==> src/rtl/program_loader.sv <==
// Boot loader: parses an 0xA5-framed, XOR-checksummed byte stream into big-endian
// 16-bit words and writes them to instruction RAM while holding the CPU in reset.
module program_loader #(
  parameter int ADDR_WIDTH     = 8,
  parameter int TIMEOUT_CYCLES = 100000
) (
  input  logic                  i_clk,
  input  logic                  i_reset,
  input  logic                  i_rx_valid,
  input  logic [7:0]            i_rx_data,
  output logic                  o_wr_en,
  output logic [ADDR_WIDTH-1:0] o_wr_addr,
  output logic [15:0]           o_wr_data,
  output logic                  o_cpu_hold,
  output logic                  o_busy,
  output logic                  o_done,
  output logic                  o_error
);

  localparam int CW = $clog2(TIMEOUT_CYCLES + 1);
  localparam int IW = ADDR_WIDTH + 1;
  localparam logic [16:0] MAX_LEN = 17'(1) << ADDR_WIDTH;
  localparam logic [7:0]  SYNC    = 8'hA5;

  typedef enum logic [2:0] {
    S_IDLE, S_LEN_HI, S_LEN_LO, S_DATA_HI, S_DATA_LO, S_CHECK
  } state_e;

  state_e                state_q, state_d;
  logic [15:0]           len_q, len_d;
  logic [IW-1:0]         idx_q, idx_d;
  logic [7:0]            hi_q, hi_d;
  logic [7:0]            acc_q, acc_d;
  logic [CW-1:0]         tmo_q, tmo_d;
  logic                  wr_en_q, wr_en_d;
  logic [ADDR_WIDTH-1:0] wr_addr_q, wr_addr_d;
  logic [15:0]           wr_data_q, wr_data_d;
  logic                  hold_q, hold_d;
  logic                  busy_q, busy_d;
  logic                  done_q, done_d;
  logic                  error_q, error_d;

  logic [15:0]   len_new;
  logic [IW-1:0] idx_inc;
  logic [CW-1:0] tmo_inc;
  logic          fail;

  always_comb begin
    // NOTE: every value written here gets a default first, so no latch is inferred.
    state_d   = state_q;
    len_d     = len_q;
    idx_d     = idx_q;
    hi_d      = hi_q;
    acc_d     = acc_q;
    tmo_d     = tmo_q;
    wr_en_d   = 1'b0;
    wr_addr_d = wr_addr_q;
    wr_data_d = wr_data_q;
    hold_d    = hold_q;
    done_d    = 1'b0;
    error_d   = error_q;
    fail      = 1'b0;
    len_new   = {len_q[15:8], i_rx_data};
    idx_inc   = idx_q + IW'(1);
    tmo_inc   = tmo_q + CW'(1);

    if (i_rx_valid) begin
      unique case (state_q)
        S_IDLE: begin
          if (i_rx_data == SYNC) begin
            state_d = S_LEN_HI;
            hold_d  = 1'b1;
            error_d = 1'b0;
            acc_d   = '0;
            idx_d   = '0;
          end
        end
        S_LEN_HI: begin
          len_d   = {i_rx_data, 8'h00};
          acc_d   = acc_q ^ i_rx_data;
          state_d = S_LEN_LO;
        end
        S_LEN_LO: begin
          len_d = len_new;
          acc_d = acc_q ^ i_rx_data;
          if ({1'b0, len_new} > MAX_LEN) fail = 1'b1;
          else if (len_new == 16'd0)     state_d = S_CHECK;
          else                           state_d = S_DATA_HI;
        end
        S_DATA_HI: begin
          hi_d    = i_rx_data;
          acc_d   = acc_q ^ i_rx_data;
          state_d = S_DATA_LO;
        end
        S_DATA_LO: begin
          wr_en_d   = 1'b1;
          wr_addr_d = idx_q[ADDR_WIDTH-1:0];
          wr_data_d = {hi_q, i_rx_data};
          acc_d     = acc_q ^ i_rx_data;
          idx_d     = idx_inc;
          state_d   = (17'(idx_inc) == {1'b0, len_q}) ? S_CHECK : S_DATA_HI;
        end
        S_CHECK: begin
          if (i_rx_data == acc_q) begin
            done_d  = 1'b1;
            hold_d  = 1'b0;
            state_d = S_IDLE;
          end else begin
            fail = 1'b1;
          end
        end
        default: state_d = S_IDLE;
      endcase
    end

    // Inter-byte watchdog, only armed inside a frame.
    if (state_q == S_IDLE || i_rx_valid) begin
      tmo_d = '0;
    end else begin
      tmo_d = tmo_inc;
      if (tmo_inc == CW'(TIMEOUT_CYCLES)) fail = 1'b1;
    end

    if (fail) begin
      error_d = 1'b1;
      state_d = S_IDLE;
    end
    busy_d = (state_d != S_IDLE);
  end

  always_ff @(posedge i_clk or posedge i_reset) begin
    if (i_reset) begin
      state_q   <= S_IDLE;
      len_q     <= '0;
      idx_q     <= '0;
      hi_q      <= '0;
      acc_q     <= '0;
      tmo_q     <= '0;
      wr_en_q   <= 1'b0;
      wr_addr_q <= '0;
      wr_data_q <= '0;
      hold_q    <= 1'b0;
      busy_q    <= 1'b0;
      done_q    <= 1'b0;
      error_q   <= 1'b0;
    end else begin
      // NOTE: sequential state uses non-blocking assignments only.
      state_q   <= state_d;
      len_q     <= len_d;
      idx_q     <= idx_d;
      hi_q      <= hi_d;
      acc_q     <= acc_d;
      tmo_q     <= tmo_d;
      wr_en_q   <= wr_en_d;
      wr_addr_q <= wr_addr_d;
      wr_data_q <= wr_data_d;
      hold_q    <= hold_d;
      busy_q    <= busy_d;
      done_q    <= done_d;
      error_q   <= error_d;
    end
  end

  assign o_wr_en    = wr_en_q;
  assign o_wr_addr  = wr_addr_q;
  assign o_wr_data  = wr_data_q;
  assign o_cpu_hold = hold_q;
  assign o_busy     = busy_q;
  assign o_done     = done_q;
  assign o_error    = error_q;

endmodule

==> config.mk <==
export PLATFORM = sky130hd
export DESIGN_NAME = program_loader
export DESIGN_NICKNAME = d
export VERILOG_FILES = /design/src/rtl/program_loader.sv
export SDC_FILE = /design/constraint.sdc
export NUM_CORES = 1
export LEC_CHECK = 0
export ABC_AREA = 1
export BUFFER_PORTS_ARGS = -buffer_cell sky130_fd_sc_hd__buf_2
export CORE_MARGIN = 2
export CORE_UTILIZATION = 34
export CTS_CLUSTER_SIZE = 14
export DETAILED_ROUTE_END_ITERATION = 7
export MAX_ROUTING_LAYER = met4
export SLEW_MARGIN = 5
export SYNTH_ARGS = -nofsm -noshare
export SYNTH_HDL_FRONTEND = slang
export SYNTH_SLANG_ARGS = --single-unit
==> constraint.sdc <==
create_clock -name i_clk -period 3.5 [get_ports i_clk]
set_clock_uncertainty 0.05 [all_clocks]
set_input_delay 0.175 -clock i_clk [delete_from_list [all_inputs] [get_ports i_clk]]
set_output_delay 0.175 -clock i_clk [all_outputs]
set_load 0.02 [all_outputs]
* After elaboration in Yosys (flattened, before gate mapping)
Cells that the tools add are included.
** Operators by class
- $add $sub $neg :: 2
- Reduce and logical (&&, ||, !) cells :: 20
- Magnitude comparators :: 1
- Eq/ne operators :: 11
- Muxes and demuxes :: 32
- Bitwise gates (word level) :: 2
** Operators by type and width (count)
- 16-bit one-hot mux with 2 select lines :: 1
- 3-bit 2-to-1 mux :: 7
- 3-bit one-hot mux with 6 select lines :: 1
- 9-bit one-hot mux with 2 select lines :: 1
- 17-bit by 1-bit adder with 17-bit output, second input constant :: 1
- 17-bit == test, second input constant :: 1
- 17-bit 2-to-1 mux :: 1
- 9-bit by 16-bit == test with 1-bit output :: 1
- 16-bit by 9-bit greater-than comparator with 1-bit output, second input constant :: 1
- 16-bit logical NOT :: 1
- 1-bit 2-to-1 mux :: 16
- 8-bit one-hot mux with 2 select lines :: 1
- 2-bit nonzero test :: 7
- 3-bit AND reduction :: 4
- 9-bit by 1-bit adder with 9-bit output, second input constant :: 1
- 9-bit 2-to-1 mux :: 1
- 8-bit == test :: 1
- 8-bit == test, second input constant :: 1
- 8-bit 2-to-1 mux :: 1
- 8-bit XOR :: 1
- 3-bit by 2-bit == test with 1-bit output, second input constant :: 2
- 3-bit == test, second input constant :: 2
- 2-bit AND reduction :: 3
- 2-bit != test, second input constant :: 2
- 8 further kinds :: 9
** Storage, ports and cells
- Word-level logic and storage cells :: 82
- Output and inout bits :: 29
- Input bits :: 11
- Flip-flop bits (word level) :: 90

* Depth between registers and ports, before layout
Gate-level depths: netlist of the first run.
- Depth in word-level cells :: 8
- Depth in mapped cells :: 15
- Depth with buffers taken out :: 15

* Worst setup path after synthesis of the first run
OpenSTA, ideal clock, no wires.
- Path type :: reg2reg
- From :: register tmo_q[0]
- To :: register busy_q, in the netlist o_busy
- Period minus slack after synthesis :: 1761 ps
- Stages on the path, launching flop included :: 15
- Setup time :: 125 ps
- Slack :: 1739 ps
- Required time :: 3325 ps
- Path buffers :: 0
- Arrival :: 1586 ps
- Cell sequence :: dfrtp_1 ha_1 inv_1 nor2_2 nand2_1 inv_1 nand3_1 nand2_1 nand2_1 nor3_1 nand3_1 nand2_2 inv_1 nand2_1 nand3_1
** Between the ends
- Cells in the longest elaborated chain, start to end :: 6
** RTL lines
- start, declared :: RTL line 34 : logic [CW-1:0] tmo_q, tmo_d;
- start signal, assigned :: RTL line 153 : tmo_q <= tmo_d;
- 17-bit by 1-bit adder with 17-bit output :: RTL line 65 : tmo_inc = tmo_q + CW'(1);
- 17-bit == test :: RTL line 121 : if (tmo_inc == CW'(TIMEOUT_CYCLES)) fail = 1'b1;
- 1-bit 2-to-1 mux :: RTL line 121
- 1-bit 2-to-1 mux :: RTL line 117 : if (state_q == S_IDLE || i_rx_valid) begin
- 3-bit 2-to-1 mux :: RTL line 124 : if (fail) begin
- 3-bit nonzero test :: RTL line 128 : busy_d = (state_d != S_IDLE);
- via busy_d :: RTL line 39 : logic busy_q, busy_d;
- end signal, assigned :: RTL line 158 : busy_q <= busy_d;
- end, declared :: RTL line 39
The timed path passes the listed nets, and every way through them passes these cells.
A chain may end at the register's enable or synchronous reset.

* Worst setup path after layout of the first run
- From :: register state_q[0]
- To :: register idx_q[5]
** Between the ends
- Cells in the longest elaborated chain, start to end :: 3
- Elaborated cells between the ends (all ways) :: 6
- Those cells by class :: eq/ne: 2; mux: 1; reduce/logical: 3
** RTL lines
- start, declared :: RTL line 29 : state_e state_q, state_d;
- start signal, assigned :: RTL line 148 : state_q <= state_d;
- 3-bit == test or 3-bit logical NOT (tied branches) :: RTL line 68 : unique case (state_q)
- 2-bit nonzero test (no line) or 2-bit != test (tied branches)
- 3-bit AND reduction (no line)
- end signal, assigned :: RTL line 150 : idx_q <= idx_d;
- end, declared :: RTL line 31 : logic [IW-1:0] idx_q, idx_d;
Several ways; a longest one is shown, not always the timed one.

==> metrics.txt, run 1 <==
Tot GR Track Use=roughly 16%; share of layout cells above drive strength 1=between 10% and 20%; width of the die=around 120 um; multi-input logic area=approximately 1800 um^2; Final WS setup=slightly below 1 ns; Routed WL=9.83 mm; crit path DAT=2.64 ns; global-route wire length before repair=roughly 17 mm; unrepaired setup endpoints after global routing=no; H-Tree Level Count=3; syn nets=between 500 and 600; Synth Area in XOR/XNOR=roughly 3.4%; starting density of the core=between 30% and 40%; simple-gate share of the synthesized area=26.2%; Core Area=around 13,000 um^2; Total Neg Setup Slack=0 ns; fin util=40.1%; Final Hold Viols=0; grt total ovfl=0; DRC=0; leakage dissipation=roughly 2.4 nW; CP Class=reg -> reg; Reg area=between 2000 and 2500 um^2; worst hold path class=in -> reg; row cnt=between 40 and 50; Post-Synth Adder-Cell Area=less than 1%; DP HPWL=7.09 mm; fillers=about 1,300; Psw=approximately 0.0016 W; most common cell after layout, fill and taps aside=nand2_1; clock slew at reported path FFs=~0.070 ns; Comb pwr share=between 30% and 40%; #FFs+latches synth=90; synth unique cells=30; Post-layout nets=600; clk sinks=90; vias in the first global route=3,447; CTS tree=built; total of warnings raised by yosys=0; Max Slew Vio Count=0; total CTS buffers=9; worst slew pin tran=between 0.9 and 1 ns; Final Setup Violations=0; Critical Path RT=3.63 ns; Via density=between 4 and 5; largest net degree at the start of global routing=54; via count=between 3,000 and 4,000; Net Sw Frac=between 30% and 40%; dpl ws=about 1.0 ns; P_int=0.00242 W; DRT iter0 DRCs=about 300; critical-path cell list=nor2_1, inv_1, nor2_1, inv_1, nor2_2, inv_2, nand2_1, o22ai_1; PwrDens=791 nW/um^2; CP endpoint kind=flip-flop; I/O pins=40; slowest CP cell=dfrtp_1; drt wl/cell=about 13 um; Setup Buffers After CTS=0; CTS max path bufs=2; most frequent cells in the layout=133 x nand2_1, 90 x dfrtp_1, 70 x inv_1, 61 x nor2_1, 43 x nand3_1; post-synthesis cell area=4360 um^2; Critical Path Max Stage Delay=about 0.42 ns; outcome=complete, no violations; CTS resizes=0; post-synthesis mux area share=0%; Die Y=roughly 120 um; register area share after synthesis=51.6%; Total Die Area=approximately 14,000 um^2; clock share of power=about a quarter; Buffers on Ports=39; Avg Cell Area, Syn=between 8 and 9 um^2; achievable frequency=between 0.3 and 0.4 GHz; Final min period=about 2.5 ns; Pre-antenna DRT Iters=5; antenna-violating nets left=0; Total Power=between 0.003 and 0.004 W; initial antenna violation count=0; Mapped Cells=544; main combinational cell family by area after synthesis=simple AND/OR/NAND/NOR gates; Crit Path Max Fanout=between 40 and 50; CP Launch Type=flip-flop; placer's final routability congestion estimate=~0.9; Skew-Pair Late Insertion Delay=0.34 ns; Root Buffer=clkbuf_16; Area Overhead vs Synth=15.6%; max-cap viol count=0; Slew HR=between 30 and 40%; fin crit share=a little under three quarters; area fraction in compound gates after synthesis=between 10 and 15%; Max VDD drop=slightly below 0.0004 V; register share of total power=about 41%; diodes inserted=0; WHS=about 0.064 ns
[synth_stat cells, drive strengths merged]
cell / instances / area [um^2]
a21oi: 8 / 40.0
a31oi: 1 / 6.26
and2: 1 / 6.26
buf: 7 / 43.8
clkbuf: 4 / 15.0
clkinv: 2 / 7.51
dfrtp: 90 / 2250
ha: 3 / 37.5
inv: 73 / 274
nand2: 136 / 518
nand3: 44 / 225
nand3b: 4 / 30.0
nand4: 10 / 62.6
nor2: 66 / 260
nor3: 7 / 35.0
o21a: 3 / 22.5
o21ai: 47 / 235
o21bai: 5 / 41.3
o22ai: 15 / 93.8
or2: 1 / 6.26
xnor2: 7 / 61.3
xor2: 10 / 87.6
[cell type report]
cell class                      count  area share (%)
Inverter                           75            5.61
Multi-Input combinational cell    368            35.1
Clock inverter                      6            1.44
Clock buffer                       10            4.54
Timing Repair Buffer               42            4.37
Tap cell                          172            4.27
Sequential cell                    90            44.7
[sequential cells by signal (all words and copies together), names as in the netlist]
name        cells
acc_q           8
o_cpu_hold      1
o_wr_addr       8
o_done          1
hi_q            8
o_wr_data      16
tmo_q          17
state_q         3
o_busy          1
o_wr_en         1
idx_q           9
o_error         1
len_q          16
[timing repair]
action | 4_1_cts | 5_1_grt
setup endpoints to repair | 0 | 0
hold buffers | 1 | 0
endpoints found under the hold margin | 51 | 0
[worst max-delay path: cells and delay by family (launching register included)]
| kind | cells | cell delay, ns |
|---|---|---|
| and+or+nand+nor | 4 | 1.16 |
| DFF | 1 | 0.42 |
| buffers and inverters | 3 | 0.59 |
| AOI/OAI and AO/OA | 1 | 0.12 |
[layer usage]
layer / GRT usage [%] / part of all wire [%]
met5: - / 0
met3: 3.50 / 3.9
met2: 23.8 / 46
met1: 21.4 / 49
met4: 4.94 / 0.85
[kinds of logic (layout without fill, tap and decap cells)]
family / count (synthesis) / count (layout)
and+or+nand+nor: 269 / 269
DFF: 90 / 90
buffers and inverters: 86 / 133
AOI/OAI and AO/OA: 79 / 79
xor gates and xnor gates: 17 / 17
adders and majority gates: 3 / 3
[worst paths after layout]
path | from | end | slack, ns | cells past startpoint
max | state_q[0]$_DFF_PP0_ | idx_q[5]$_DFFE_PP0P_ | 0.99 | 8
min | i_rx_data[1] | len_q[9]$_DFFE_PP0P_ | 0.06 | 3
max reg2reg | state_q[0]$_DFF_PP0_ | idx_q[5]$_DFFE_PP0P_ | 0.99 | 8
min reg2reg | o_wr_data[15]$_DFFE_PP0P_ | o_wr_data[15]$_DFFE_PP0P_ | 0.42 | 2
max in group asynchronous | i_reset | len_q[8]$_DFFE_PP0P_ | 2.06 | 4
min in group asynchronous | i_reset | tmo_q[6]$_DFF_PP0_ | 0.50 | 3
[through the flow]
stage,std cells,cell area (um^2)
after detailed placement,746,4730
after CTS,763,5040
after global routing,763,5040
after global placement,746,4730
final,763,5040
after floorplan,544,4360
[power by group through the flow]
stage / logic [W] / registers (W) / clock network, W
global route: 0.00158 / 0.00168 / 0.00105
CTS: 0.00139 / 0.00163 / 0.00101
detailed placement: 0.00138 / 0.00165 / 0
finish: 0.00138 / 0.00163 / 0.000981
floorplan: 0.000869 / 0.00176 / 0
global placement: 0.00135 / 0.00163 / 0
Note: power is estimated with default switching activity, not from simulation.
==> run 2: changes to the inputs <==
clock period = 2.2 ns   (was 3.5 ns; I/O delays follow)
==> run 2 against run 1 <==
  * Critical path type unchanged
  * Global-route usage rose by 0.26 points
  * Worst hold slack got worse by 0.052 ns
  * Clock-buffer cell count down 1
  * Combinational power is 62% higher
==> metrics.txt, run 2 (synthesis results as in run 1) <==
diodes inserted=0; largest net degree at the start of global routing=35; grt total ovfl=0; Reg2Reg Setup Slack=a little under 0.2 ns; Reg area=between 2000 and 2500 um^2; r2r worst-path depth=13; worst hold path class=in -> reg; fin crit share=91.1%; Total Neg Setup Slack=0 ns; antenna-violating nets left=0; share of layout cells above drive strength 1=13.2%; DRT iter0 DRCs=between 200 and 250; most common cell after layout, fill and taps aside=nand2_1; global-route wire length before repair=between 15 and 20 mm; CP endpoint kind=flip-flop; starting density of the core=34.7%; Final min period=2.00 ns; Min-Delay Path Depth=3; placer's final routability congestion estimate=about 0.85; delay-heaviest family, CP=simple AND/OR/NAND/NOR gates; width of the die=between 100 and 150 um; DP HPWL=7.16 mm; initial antenna violation count=0; multi-input logic area=roughly 1800 um^2; H-Tree Level Count=3; CP bufs+invs=0; Final Hold Viols=0; Via density=approximately 4.8; CP Launch Type=flip-flop; Area after DPL=4790 um^2; max reg flops=17; Max Slew Vio Count=0; Pre-antenna DRT Iters=4; clk sinks=90; Critical Path Max Stage Delay=between 0.4 and 0.5 ns; CP Class=reg -> reg; drt wl/cell=about 13 um; CTS max path bufs=2; RR Endpoint=o_busy$_DFF_PP0_; achievable frequency=0.499 GHz; Root Buffer=clkbuf_16; fin cells=772; Setup Buffers After CTS=0; via count=~3,700; Max VDD drop=roughly 0.0005 V; R2R Path Start=idx_q[0]$_DFFE_PP0P_; most frequent CP cell=nand2_1; Most flops, register=tmo_q; crit path DAT=~2.2 ns; worst slew pin tran=around 0.81 ns; DRC=0; hold path endpoint=len_q[14]$_DFFE_PP0P_; most frequent cells in the layout=133 x nand2_1, 89 x dfrtp_1, 70 x inv_1, 61 x nor2_1, 43 x nand3_1; leakage dissipation=2.46 nW; critical-path cell list=ha_1, nand2_1, nor2_1, nand2_1, nand2_1, nand2_1, nand3_1, nor2_1, nand3_1, nand2_1, nand3_1, nand2_1, nand3_1; Final Setup Violations=0; Area Overhead vs Synth=18.0%; Min-Delay Startpoint=i_rx_data[6]; Total Power=0.00634 W; Skew-Pair Late Insertion Delay=about 0.35 ns; slowest CP cell=dfrtp_2; Total Die Area=between 10,000 and 15,000 um^2; row cnt=between 40 and 50; Die Y=117 um; Buffers on Ports=39; Critical Path RT=around 2.4 ns; Routed WL=approximately 10 mm; outcome=complete, no violations; vias in the first global route=3,446; total CTS buffers=9; Post-layout nets=around 610; CTS tree=built; Crit Path Max Fanout=6; clock slew at reported path FFs=around 0.07 ns; I/O pins=40; Core Area=12,600 um^2; cell count after placement=751; PwrDens=~1200 nW/um^2; Tot GR Track Use=between 10% and 20%; Final Cell Area=between 5000 and 6000 um^2; Slew HR=between 40% and 50%; fillers=approximately 1,300; max-cap viol count=0
-- run 2: changes by cell type in the layout (fill, tap and decap cells not counted), moves of 2 or more --
cell | previous run | this run
buf_12 | 0 | 2
buf_4 | 2 | 5
inv_8 | 0 | 2
clkinvlp_4 | 1 | 3
dlygate4sd3_1 | 1 | 5
-- run 2: timing repair --
action                     4_1_cts  5_1_grt
hold buffers                     5        0
setup endpoints to repair        0        8
gates resized for setup          0        4
hold endpoints to repair        36        0
-- run 2: worst min-delay path: cells and delay by family --
family	cells	cell delay, ns
buf+inv	1	0.11
compound gates	1	0.08
simple gates	1	0.07
-- run 2: final cells by class --
type	count	share of cell area [%]
Timing Repair Buffer	51	6.27
Clock inverter	7	1.17
Tap cell	172	4.18
Clock buffer	9	4.38
Sequential cell	90	43.8
Inverter	75	5.54
Multi-Input combinational cell	368	34.7
-- run 2: worst max-delay path by stage --
stage / startpoint / end / slack (ns) / cells after the start
after detailed placement: idx_q[0]$_DFFE_PP0P_ / o_busy$_DFF_PP0_ / 0.17 / 13
after floorplan: tmo_q[0]$_DFF_PP0_ / o_busy$_DFF_PP0_ / 0.44 / 14
after global placement: idx_q[0]$_DFFE_PP0P_ / o_busy$_DFF_PP0_ / 0.22 / 13
final: idx_q[0]$_DFFE_PP0P_ / o_busy$_DFF_PP0_ / 0.20 / 13
after global routing: tmo_q[0]$_DFF_PP0_ / o_busy$_DFF_PP0_ / -0.0002 / 14
after CTS: idx_q[0]$_DFFE_PP0P_ / o_busy$_DFF_PP0_ / 0.14 / 13
-- run 2: through the flow --
stage / hold WS, ns / util [%] / worst slack (ns)
6_report: 0.0125 / 40.9 / 0.196
5_1_grt: 0.0343 / 40.9 / -0.000230
4_1_cts: 0.0110 / 40.8 / 0.144
3_5_place_dp: 0.270 / 38.1 / 0.174
3_3_place_gp: 0.263 / 38.1 / 0.215
2_1_floorplan: 0.198 / - / 0.439
-- run 2: per-layer routing --
| metal | wire, um | GRT usage, % |
|---|---|---|
| met3 | 383 | 3.30 |
| met1 | 4840 | 21.7 |
| met2 | 4650 | 24.1 |
| met5 | 0 | - |
| met4 | 163 | 5.65 |
-- run 2: power by group --
part	internal (W)	switching [W]
Combinational	0.000767	0.00146
Sequential	0.00223	0.000374
Clock	0.000786	0.000719
==> run 3: changes to the inputs <==
HOLD_SLACK_MARGIN = 0.06   (was not set)
==> run 3 against run 2 <==
  * Critical path depth unchanged
  * Fmax shrank 0.34%
  * Combinational power hardly changed
  * Non-clock buffer count up 4
  * Routed wire length rose by 0.28%
  * Sequential power about the same
  * Via count increased by 0.73%
  * First-iteration DRC count rose by 2.6%
  * Sequential share of layout area decreased by 0.34 points
  * Setup slack worse by 0.0068 ns
  * Worst hold slack better by 0.10 ns
==> metrics.txt, run 3 (synthesis results as in run 1) <==
outcome=complete, no violations; Min-Delay Startpoint=i_rx_valid; fin crit share=between 90% and 100%; placer's final routability congestion estimate=0.852; CP endpoint kind=flip-flop; most frequent CP cell=nand2_1; fin cells=between 700 and 800; drt wl/cell=around 13 um; Final Setup Violations=0; Core Area=approximately 13,000 um^2; Via density=~4.8; leakage dissipation=~2.5 nW; width of the die=approximately 120 um; crit path DAT=between 2 and 2.5 ns; share of layout cells above drive strength 1=between 10% and 20%; row cnt=a little over 40; Final Hold Viols=0; most frequent cells in the layout=133 x nand2_1, 89 x dfrtp_1, 70 x inv_1, 61 x nor2_1, 43 x nand3_1; diodes inserted=0; Most flops, register=tmo_q; Critical Path RT=roughly 2.4 ns; Root Buffer=clkbuf_16; DRT iter0 DRCs=239; Buffers on Ports=39; worst slew pin tran=0.804 ns; Reg2Reg Setup Slack=roughly 0.19 ns; Die Y=117 um; initial antenna violation count=0; antenna-violating nets left=0; worst hold path class=in -> reg; grt total ovfl=0; crit path launch=idx_q[0]$_DFFE_PP0P_; CTS tree=built; CP Class=reg -> reg; total CTS buffers=9; WHS=0.113 ns; Pre-antenna DRT Iters=7; Routed WL=around 10 mm; CP bufs+invs=0; Total Neg Setup Slack=0 ns; clock slew at reported path FFs=approximately 0.070 ns; most common cell after layout, fill and taps aside=nand2_1; PwrDens=1220 nW/um^2; Critical Path Max Stage Delay=0.43 ns; slowest CP cell=dfrtp_2; Crit Path Max Fanout=6; R2R Path Start=idx_q[0]$_DFFE_PP0P_; via count=approximately 3,700; Area Overhead vs Synth=18.9%; Total Die Area=approximately 14,000 um^2; delay-heaviest family, CP=simple AND/OR/NAND/NOR gates; clk sinks=90; Skew-Pair Late Insertion Delay=between 0.3 and 0.4 ns; Tot GR Track Use=roughly 16%; CP Launch Type=flip-flop; Max Slew Vio Count=0; Post-layout nets=around 610; CTS max path bufs=2; max-cap viol count=0; critical-path cell list=ha_1, nand2_1, nor2_1, nand2_1, nand2_1, nand2_1, xor2_1, nor2_1, nand3_1, nand2_1, nand3_1, nand2_1, nand3_1; cell count after placement=751; vias in the first global route=between 3,000 and 4,000; H-Tree Level Count=3; starting density of the core=a little over a third; Final min period=approximately 2.0 ns; Slew HR=between 40% and 50%; DRC=0; global-route wire length before repair=16.8 mm; Max VDD drop=0.000497 V; largest net degree at the start of global routing=35; I/O pins=40; achievable frequency=around 0.50 GHz; DP HPWL=slightly above 7 mm; max reg flops=17
[run 3: cell count changes in the layout (fill, tap and decap cells not counted)]
cell,previous run,this run
dlygate4sd3_1,5,9
[run 3: layout make-up]
| class | instances | area [um^2] |
|---|---|---|
| Fill cell | 1282 | 7380 |
| Sequential cell | 90 | 2250 |
| Multi-Input combinational cell | 368 | 1780 |
| Timing Repair Buffer | 55 | 363 |
| Inverter | 75 | 285 |
| Clock buffer | 9 | 225 |
| Tap cell | 172 | 215 |
| Clock inverter | 7 | 60.1 |
[run 3: power by group]
part | internal, W | leakage, nW | switching, W
registers | 0.00223 | 1.15 | 0.000373
logic | 0.000772 | 1.19 | 0.00147
clock network | 0.000786 | 0.136 | 0.000715
[run 3: worst paths after layout]
| check | cells after the start | endpoint |
|---|---|---|
| setup / recovery | 13 | o_busy$_DFF_PP0_ |
| hold / removal | 4 | state_q[1]$_DFF_PP0_ |
| max in group asynchronous | 4 | hi_q[5]$_DFFE_PP0P_ |
| min in group asynchronous | 3 | o_cpu_hold$_DFFE_PP0P_ |
| hold reg to reg | 2 | o_wr_data[15]$_DFFE_PP0P_ |
| setup reg to reg | 13 | o_busy$_DFF_PP0_ |
[run 3: per-layer routing]
metal	part of all wire, %	wire length, um	vias up	GRT usage [%]
li1	-	-	1863	-
met1	49	4900	1776	21.8
met2	46	4680	65	24.3
met3	3.2	326	14	3.30
met4	1.7	169	0	5.65
met5	0	0	-	-
[run 3: per-stage QoR]
stage          total power [W]  util (%)  instance area (um^2)  setup slack [ns]
2_1_floorplan          0.00419         -                  4370             0.439
3_3_place_gp           0.00477      38.1                  4790             0.215
3_5_place_dp           0.00484      38.1                  4790             0.174
4_1_cts                0.00638      41.1                  5170             0.142
5_1_grt                0.00683      41.3                  5180         -0.000231
6_report               0.00635      41.3                  5180             0.189
[run 3: repair_timing]
action	in CTS	in global routing
endpoints found under the hold margin	40	0
hold buffers	9	0
setup endpoints to repair	0	11
setup buffers	0	0
resized for setup	0	4
[run 3: worst min-delay path, delay by kind of cell]
family / cells / cell delay, ns
buffers and inverters: 2 / 0.21
and+or+nand+nor: 2 / 0.16
